### config.mk
export PLATFORM = sky130hd
export DESIGN_NAME = mult_div_unit_flat
export DESIGN_NICKNAME = d
export VERILOG_FILES = /design/src/rtl/mult_div_unit_if.sv /design/src/rtl/mult_div_unit.sv /design/src/flat_wrapper.sv
export SDC_FILE = /design/constraint.sdc
export NUM_CORES = 1
export LEC_CHECK = 0
export CAP_MARGIN = 20
export CORE_ASPECT_RATIO = 1.4
export CORE_MARGIN = 4
export CORE_UTILIZATION = 39
export DETAILED_ROUTE_END_ITERATION = 10
export HOLD_SLACK_MARGIN = 0.08
export SETUP_SLACK_MARGIN = 0.5
export SYNTH_ARGS = -nofsm -noshare
export SYNTH_HDL_FRONTEND = slang
export SYNTH_SLANG_ARGS = --single-unit
### constraint.sdc
create_clock -name clock -period 9 [get_ports clock]
set_clock_uncertainty 0.05 [all_clocks]
set_input_delay 2.25 -clock clock [delete_from_list [all_inputs] [get_ports clock]]
set_output_delay 2.25 -clock clock [all_outputs]
set_load 0.03 [all_outputs]
### src/rtl/mult_div_unit_if.sv
// Handshake/operand bundle between the control unit (master) and the iterative
// multiply/divide unit (slave).
interface mult_div_unit_if #(
  parameter int WIDTH = 32
);
  logic             start;
  logic [1:0]       op;
  logic [WIDTH-1:0] a;
  logic [WIDTH-1:0] b;
  logic [WIDTH-1:0] hi;
  logic [WIDTH-1:0] lo;
  logic             busy;
  logic             done;
  logic             div_zero;

  modport master (output start, op, a, b, input hi, lo, busy, done, div_zero);
  modport slave  (input start, op, a, b, output hi, lo, busy, done, div_zero);
endinterface

### src/rtl/mult_div_unit.sv
// Iterative one-bit-per-cycle signed multiply / restoring divide writing HI/LO.
// Optional unsigned mode (op[0]) is built only when MDU_UNSIGNED_EN is defined.
//
// state | meaning
// IDLE  | waiting for start; operands latched as magnitudes on start
// CALC  | WIDTH shift-add / restoring-divide iterations
// FIX   | sign correction and HI/LO write (skipped write on divide by zero)
// DONE  | one-cycle done (and div_zero) pulse
module mult_div_unit #(
  parameter int WIDTH = 32
) (
  input  logic           clock,
  input  logic           reset,
  mult_div_unit_if.slave mdu
);

  localparam int CW = $clog2(WIDTH) + 1;

  typedef enum logic [1:0] {S_IDLE, S_CALC, S_FIX, S_DONE} state_t;

  state_t             state_q, state_d;
  logic [CW-1:0]      cnt_q, cnt_d;
  logic [2*WIDTH-1:0] acc_q, acc_d;
  logic [WIDTH-1:0]   mcand_q, mcand_d;
  logic               is_div_q, is_div_d;
  logic               neg_res_q, neg_res_d;
  logic               neg_rem_q, neg_rem_d;
  logic               dz_q, dz_d;
  logic [WIDTH-1:0]   hi_q, hi_d;
  logic [WIDTH-1:0]   lo_q, lo_d;

  logic op_signed;
`ifdef MDU_UNSIGNED_EN
  assign op_signed = ~mdu.op[0];
`else
  logic unused_op0;
  assign op_signed  = 1'b1;
  assign unused_op0 = mdu.op[0];
`endif

  logic             a_neg, b_neg;
  logic [WIDTH-1:0] a_mag, b_mag;
  assign a_neg = op_signed & mdu.a[WIDTH-1];
  assign b_neg = op_signed & mdu.b[WIDTH-1];
  assign a_mag = a_neg ? -mdu.a : mdu.a;
  assign b_mag = b_neg ? -mdu.b : mdu.b;

  // Multiply: multiplier sits in the low half and shifts out as the product shifts in.
  logic [WIDTH:0]     mul_sum;
  logic [2*WIDTH-1:0] mul_next;
  assign mul_sum  = {1'b0, acc_q[2*WIDTH-1:WIDTH]} + {1'b0, mcand_q};
  assign mul_next = acc_q[0] ? {mul_sum, acc_q[WIDTH-1:1]} : {1'b0, acc_q[2*WIDTH-1:1]};

  // Divide: {remainder, quotient} shift left; diff's top bit flags a restore.
  logic [WIDTH:0]     rem_sh;
  logic [WIDTH+1:0]   div_diff;
  logic               div_neg;
  logic [WIDTH-1:0]   rem_new;
  logic [2*WIDTH-1:0] div_next;
  assign rem_sh   = acc_q[2*WIDTH-1:WIDTH-1];
  assign div_diff = {1'b0, rem_sh} - {2'b00, mcand_q};
  assign div_neg  = div_diff[WIDTH+1];
  assign rem_new  = div_neg ? rem_sh[WIDTH-1:0] : div_diff[WIDTH-1:0];
  assign div_next = {rem_new, acc_q[WIDTH-2:0], ~div_neg};

  logic [2*WIDTH-1:0] prod_fix;
  logic [WIDTH-1:0]   quot_fix, rem_fix;
  assign prod_fix = neg_res_q ? -acc_q : acc_q;
  assign quot_fix = neg_res_q ? -acc_q[WIDTH-1:0] : acc_q[WIDTH-1:0];
  assign rem_fix  = neg_rem_q ? -acc_q[2*WIDTH-1:WIDTH] : acc_q[2*WIDTH-1:WIDTH];

  always_comb begin
    state_d   = state_q;
    cnt_d     = cnt_q;
    acc_d     = acc_q;
    mcand_d   = mcand_q;
    is_div_d  = is_div_q;
    neg_res_d = neg_res_q;
    neg_rem_d = neg_rem_q;
    dz_d      = dz_q;
    hi_d      = hi_q;
    lo_d      = lo_q;
    unique case (state_q)
      S_IDLE: begin
        if (mdu.start) begin
          is_div_d  = mdu.op[1];
          neg_res_d = a_neg ^ b_neg;
          neg_rem_d = a_neg;
          mcand_d   = b_mag;
          acc_d     = {{WIDTH{1'b0}}, a_mag};
          cnt_d     = '0;
          // Divide by zero skips iteration; FIX leaves HI/LO untouched.
          if (mdu.op[1] && (mdu.b == '0)) begin
            dz_d    = 1'b1;
            state_d = S_FIX;
          end else begin
            dz_d    = 1'b0;
            state_d = S_CALC;
          end
        end
      end
      S_CALC: begin
        acc_d = is_div_q ? div_next : mul_next;
        cnt_d = cnt_q + CW'(1);
        if (cnt_q == CW'(WIDTH - 1)) state_d = S_FIX;
      end
      S_FIX: begin
        if (!dz_q) begin
          if (is_div_q) begin
            hi_d = rem_fix;
            lo_d = quot_fix;
          end else begin
            hi_d = prod_fix[2*WIDTH-1:WIDTH];
            lo_d = prod_fix[WIDTH-1:0];
          end
        end
        state_d = S_DONE;
      end
      S_DONE: state_d = S_IDLE;
      default: state_d = S_IDLE;
    endcase
  end

  always_ff @(posedge clock) begin
    if (!reset) begin
      state_q   <= S_IDLE;
      cnt_q     <= '0;
      acc_q     <= '0;
      mcand_q   <= '0;
      is_div_q  <= 1'b0;
      neg_res_q <= 1'b0;
      neg_rem_q <= 1'b0;
      dz_q      <= 1'b0;
      hi_q      <= '0;
      lo_q      <= '0;
    end else begin
      state_q   <= state_d;
      cnt_q     <= cnt_d;
      acc_q     <= acc_d;
      mcand_q   <= mcand_d;
      is_div_q  <= is_div_d;
      neg_res_q <= neg_res_d;
      neg_rem_q <= neg_rem_d;
      dz_q      <= dz_d;
      hi_q      <= hi_d;
      lo_q      <= lo_d;
    end
  end

  assign mdu.hi       = hi_q;
  assign mdu.lo       = lo_q;
  assign mdu.busy     = (state_q == S_CALC) || (state_q == S_FIX);
  assign mdu.done     = (state_q == S_DONE);
  assign mdu.div_zero = (state_q == S_DONE) && dz_q;

endmodule

### src/flat_wrapper.sv
// flat-port wrapper written by rule: the top's interface ports become plain ports
module mult_div_unit_flat 
#(
  parameter int WIDTH = 32
)
  (clock, reset, mdu_start, mdu_op, mdu_a, mdu_b, mdu_hi, mdu_lo, mdu_busy, mdu_done, mdu_div_zero);
  mult_div_unit_if #(.WIDTH(WIDTH)) mdu_i ();
  input  logic clock;
  input  logic reset;
  input wire logic [$bits(mdu_i.start)-1:0] mdu_start;
  input wire logic [$bits(mdu_i.op)-1:0] mdu_op;
  input wire logic [$bits(mdu_i.a)-1:0] mdu_a;
  input wire logic [$bits(mdu_i.b)-1:0] mdu_b;
  output wire logic [$bits(mdu_i.hi)-1:0] mdu_hi;
  output wire logic [$bits(mdu_i.lo)-1:0] mdu_lo;
  output wire logic [$bits(mdu_i.busy)-1:0] mdu_busy;
  output wire logic [$bits(mdu_i.done)-1:0] mdu_done;
  output wire logic [$bits(mdu_i.div_zero)-1:0] mdu_div_zero;
  assign mdu_i.start = mdu_start;
  assign mdu_i.op = mdu_op;
  assign mdu_i.a = mdu_a;
  assign mdu_i.b = mdu_b;
  assign mdu_hi = mdu_i.hi;
  assign mdu_lo = mdu_i.lo;
  assign mdu_busy = mdu_i.busy;
  assign mdu_done = mdu_i.done;
  assign mdu_div_zero = mdu_i.div_zero;
  mult_div_unit #(.WIDTH(WIDTH)) u_core (.clock(clock), .reset(reset), .mdu(mdu_i));
endmodule
==> flow_summary.ini, run 1 <==
[critical_path]
crit_path_end_kind = register
cp_max_fo = 5
critPathLaunch = mdu_a[9]
cp.arrival_ps = 5380
critPathLaunchType = input port
r2r-end = u_core.acc_q[48]
worst-setup-path-type = in -> reg
cp.required_ps = 9340
crit_path_end = u_core.acc_q[29]
ff2ff_path_depth = 12
r2r-start = u_core.mcand_q[1]
r2r_slack_ps = 3960

[logic_synthesis]
syn_area_per_cell_um2 = 7.48
synth_area_leaders = dfxtp_1, ha_1, a21oi_1
yosys_warnings = 0
synthFlopType = dfxtp_1
async_reset_ff_share_pct = 0
synth_top_area_share_pct = 25.3
ys_ff_latch = 172
yosysSeqAreaShare_pct = 25.3
synth_nets = 1964
syn_area_um2 = 13600
synth_edf_count = 0
synth_cell_types = 76
synthCells = 1820
synth_top_area_cell = dfxtp_1

[final_layout]
syn2layout_area_growth_pct = 16.7
layout_commonest_cell = nand2_1
layout-drive-gt1-share_pct = 4.62
design_area_um2 = 15900
fin_nets = 2016
fin_util_pct = 46.3
antennaDiodeCount = 0
fin_cells = 2336
final_cell_mix = nand2_1, dfxtp_1, a21oi_1

[timing]
rsz0062_at_grt = false
clock.fmax_mhz = 198
layout_setup_ws_ps = 3960
tns_ps = 0
slew_viol_final = 0
max_slew_margin_pct = 29.1
setup_viol = 0
holdWs_ps = 402
fin_crit_sh_pct = 56.0
hold_viol_final = 0
timing.final.crit_period_ps = 5040
worst_pin_slew_ps = 1060

[pwr]
ir_worst_vdd_mv = 0.152
finalPower_mw = 4.41
cell_internal_pwr_mw = 2.28
combPwrFrac_pct = 54.9
pwr-share-clk_pct = 17.2
netSwitchingFraction_pct = 48.3
pwr-share-seq_pct = 27.9
p_per_area_nw_per_um2 = 278
netSwitchingPower_mw = 2.13
power_leakage_nw = 5.92

[clock_tree]
htree_levels = 4
root_buffer = clkbuf_16
cts.sink_count = 172
cts_tree = built
clk_path_buf_depth = 2
cts_buffers = 17
cts_setup_buffers = 0
postCtsResizedCells = 0
cts.hold.buffers_added = 0
clk_latency_ps = 460
path_clk_slew_ps = 70

[hold_path]
hold_class = reg -> reg

[placed_design]
place_ws_ps = 3490
place_congestion = 0.928
placed_cell_area_um2 = 15200
dp_cells = 2301
dp_hpwl_um = 37700
port_buffers = 134

[grt]
grt_max_degree = 104
grt_use_total_pct = 24.9
overflow = 0
grt_pass1_vias = 13400
grt_first_pass_wirelength_um = 75700
antenna_found_initial = 0

[die]
io_pins = 136
core-area_um2 = 34300
die_w_um = 166
rows = 80
die_h_um = 229
dieArea_um2 = 38000
start_util_pct = 39.7

[routing]
first_iter_violations = 921
drtPass1Iterations = 6
drc = 0
wire_per_inst_um = 20.9
via_count = 13800
wl_um = 48800
vias_per_cell = 5.91
final_antenna_net_count = 0

[run]
drv_cap = 0

[status]
status = completed
cell type report:
cell class / instances / area (um^2)
multi-input cells: 1461 / 9480
inverters: 66 / 249
clock inverters: 9 / 111
fillers: 3516 / 18400
flip-flops and latches: 172 / 3440
well taps: 451 / 564
repair buffers: 154 / 1560
clock buffers: 23 / 478
cells in the mapped netlist (all sizes together) (4+ instances only):
master / instances
xor2: 88
nand2: 204
clkbuf: 107
or2: 8
a31oi: 18
mux2: 5
o21bai: 8
ha: 73
o31ai: 39
a21oi: 163
nand3: 35
xnor2: 80
a211oi: 76
a22o: 6
nand2b: 15
dfxtp: 172
nor4: 14
o221ai: 4
mux2i: 42
nor3: 35
nand4: 19
buf: 14
o211ai: 33
o21ai: 140
a211o: 11
o41ai: 16
nor2b: 13
and2: 8
inv: 64
a21o: 22
o22ai: 4
or4: 16
o311ai: 5
a32o: 9
and3: 11
nor2: 148
o21a: 13
a22oi: 4
or3: 26
a311oi: 4
a31o: 4
a221o: 6
cells by family after synthesis:
logic type | share of synthesized area [%]
and+or+nand+nor | 19.5
buffers and inverters | 5.20
DFF | 25.3
xor gates and xnor gates | 10.8
AOI/OAI and AO/OA | 28.7
adders and majority gates | 7.00
muxes | 3.50
critical path: stages:
cell             delay, ps
clkdlybuf4s50_1        460
or4_4                  560
or3_4                  370
or4_4                  520
nand2b_4               160
or4_4                  480
o31ai_4                190
xnor2_1                180
o21ai_2                 70
o21ai_1                120
per-layer routing:
metal / global-route usage (%) / wire length [um] / up-vias
met5: 0 / 0 / -
met4: 15.6 / 3350 / 0
met3: 3.29 / 1760 / 134
met2: 45.9 / 24900 / 390
met1: 26.7 / 18700 / 6557
li1: - / - / 6732
state kept, by name, summed over array words and instances (netlist names):
signal and cells:
u_core.acc_q 64, u_core.mcand_q 32, u_core.mdu.hi 32, u_core.mdu.lo 32, u_core.cnt_q 6, u_core.state_q 2, u_core.dz_q 1, u_core.is_div_q 1
u_core.neg_rem_q 1, u_core.neg_res_q 1
how the worst min path moves through the flow:
stage	startpoint	to	slack, ps	depth (start not counted)
finish	u_core.mdu.hi[5]	u_core.mdu.hi[5]	400	2
global route	u_core.mdu.hi[14]	u_core.mdu.hi[14]	420	2
CTS	u_core.mdu.hi[5]	u_core.mdu.hi[5]	410	2
detailed placement	u_core.mdu.hi[14]	u_core.mdu.hi[14]	400	2
global placement	u_core.mdu.hi[11]	u_core.mdu.hi[11]	390	2
floorplan	u_core.mcand_q[20]	u_core.mcand_q[20]	400	2
power by group through the flow:
stage                     clock (mW)  combinational (mW)  sequential [mW]
after global routing           0.807                2.66             1.25
after floorplan                    0                1.60             1.27
after CTS                      0.774                2.41             1.23
after detailed placement           0                2.40             1.24
after global placement             0                2.39             1.24
final                          0.757                2.42             1.23
Note: power is estimated with default switching activity, not from simulation.
==> run 2: changes to the inputs <==
==> constraint.sdc (replaced) <==
create_clock -name clock -period 5.2 [get_ports clock]
set_clock_uncertainty 0.05 [all_clocks]
set_input_delay 1.3 -clock clock [delete_from_list [all_inputs] [get_ports clock]]
set_output_delay 1.3 -clock clock [all_outputs]
set_load 0.03 [all_outputs]
==> flow_summary.ini, run 2 (synthesis gave the netlist of run 1 again) <==
[routing]
first_iter_violations = 1249
wl_met2_um = 25200
drtPass1Iterations = 5
met3WireLength_um = 1680
met1_length_um = 18800
vias_per_cell = 5.86
via_count = 13700
wl_um = 49000
drc = 0
wire_per_inst_um = 20.9
final_antenna_net_count = 0
top_layer = met4

[critical_path]
cp_common_cell = or4_1
critPathLaunch = mdu_b[14]
slowest_delay_ps = 610
cp_cell_sequence = clkdlybuf4s50_1 -> or4_1 -> or4_1 -> or3_1 -> or2_2 -> nor4bb_1 -> nand2_1 -> o211ai_1 -> a21oi_1
cp.required_ps = 5460
cp.arrival_ps = 4350
r2r_slack_ps = 1290
cp_slowest_cell = or4_1
worst-setup-path-type = in -> reg
critPathLaunchType = input port
cp_max_fo = 5
r2r-start = u_core.acc_q[47]
crit_path_end_kind = register

[final_layout]
final_cell_mix = nand2_1, dfxtp_1, a21oi_1
layout-drive-gt1-share_pct = 4.97
ff_latch_area_um2 = 3440
fin_nets = 2024
largest_reg_flops = 64
design_area_um2 = 15900
largest_register = u_core.acc_q
syn2layout_area_growth_pct = 16.8
antennaDiodeCount = 0
multiInputGateArea_um2 = 9480
layout_commonest_cell = nand2_1
nFillCells = 3514

[hold_path]
hold_class = reg -> reg
hp-start = u_core.mdu.hi[29]

[clock_tree]
root_buffer = clkbuf_16
htree_levels = 4
cts_buffers = 17
clk_path_buf_depth = 2
postCtsResizedCells = 0
cts_tree = built
clk_latency_ps = 460
path_clk_slew_ps = 60
cts_setup_buffers = 0
cts.sink_count = 172
cts.hold.buffers_added = 0

[pwr]
p_per_area_nw_per_um2 = 482
power_leakage_nw = 5.94
ir_worst_vdd_mv = 0.266

[grt]
grt_max_degree = 104
overflow = 0
grt_use_total_pct = 24.9
grt_pass1_vias = 13400
grt_first_pass_wirelength_um = 75600
antenna_found_initial = 0

[timing]
slew_viol_final = 0
setup_viol = 0
fin_crit_sh_pct = 78.7
max_slew_margin_pct = 29.2
clock.fmax_mhz = 244
timing.final.crit_period_ps = 4090
worst_pin_slew_ps = 1060
hold_viol_final = 0
rsz0062_at_grt = false
tns_ps = 0

[die]
io_pins = 136
rows = 80
die_h_um = 229
die_w_um = 166
dieArea_um2 = 38000
start_util_pct = 39.7
core-area_um2 = 34300

[run]
drv_cap = 0

[status]
status = completed

[placed_design]
placed_cell_area_um2 = 15300
place_congestion = 0.947
dp_hpwl_um = 37700
port_buffers = 134
run 2: changes by cell type in the layout (fill, tap and decap cells not counted), sizes merged:
| cell | change |
|---|---|
| clkbuf | +1 |
| clkinv | -2 |
| buf | +8 |
| inv | +1 |
run 2: path summary, 6_finish.rpt:
path	endpoint	depth (start not counted)
setup / recovery	u_core.state_q[0]	9
hold / removal	u_core.mdu.hi[29]	2
setup reg to reg	u_core.acc_q[39]	12
hold reg to reg	u_core.mdu.hi[29]	2
run 2: critical path: cells and delay by family:
family	cells	cell delay, ps
simple gates	6	2330
buf+inv	1	500
compound gates	2	200
run 2: stage by stage:
stage,setup slack [ps],hold slack (ps),std cells,utilization [%],power [mW]
floorplan,1330,399,1820,-,4.95
global placement,693,393,2311,44.6,6.32
detailed placement,685,396,2311,44.6,6.37
CTS,1150,405,2343,46.3,7.69
global route,963,423,2344,46.3,8.19
finish,1110,401,2344,46.3,7.68
run 2: routing by layer:
layer  GRT usage [%]  vias up
met3            3.76      121
li1                -     6733
met2            45.3      352
met4            15.2        0
met5               0        -
met1            27.0     6536
run 2: final cells by class:
class,instances,area share (%)
Clock buffer,24,3.03
Timing Repair Buffer,162,9.95
Inverter,66,1.56
Sequential cell,172,21.6
Multi-Input combinational cell,1461,59.6
Tap cell,451,3.55
Clock inverter,8,0.668
run 2: power breakdown:
group,switching (mW),internal (mW)
combinational,2.68,1.57
clock,0.560,0.749
sequential,0.458,1.66
total,3.70,3.98
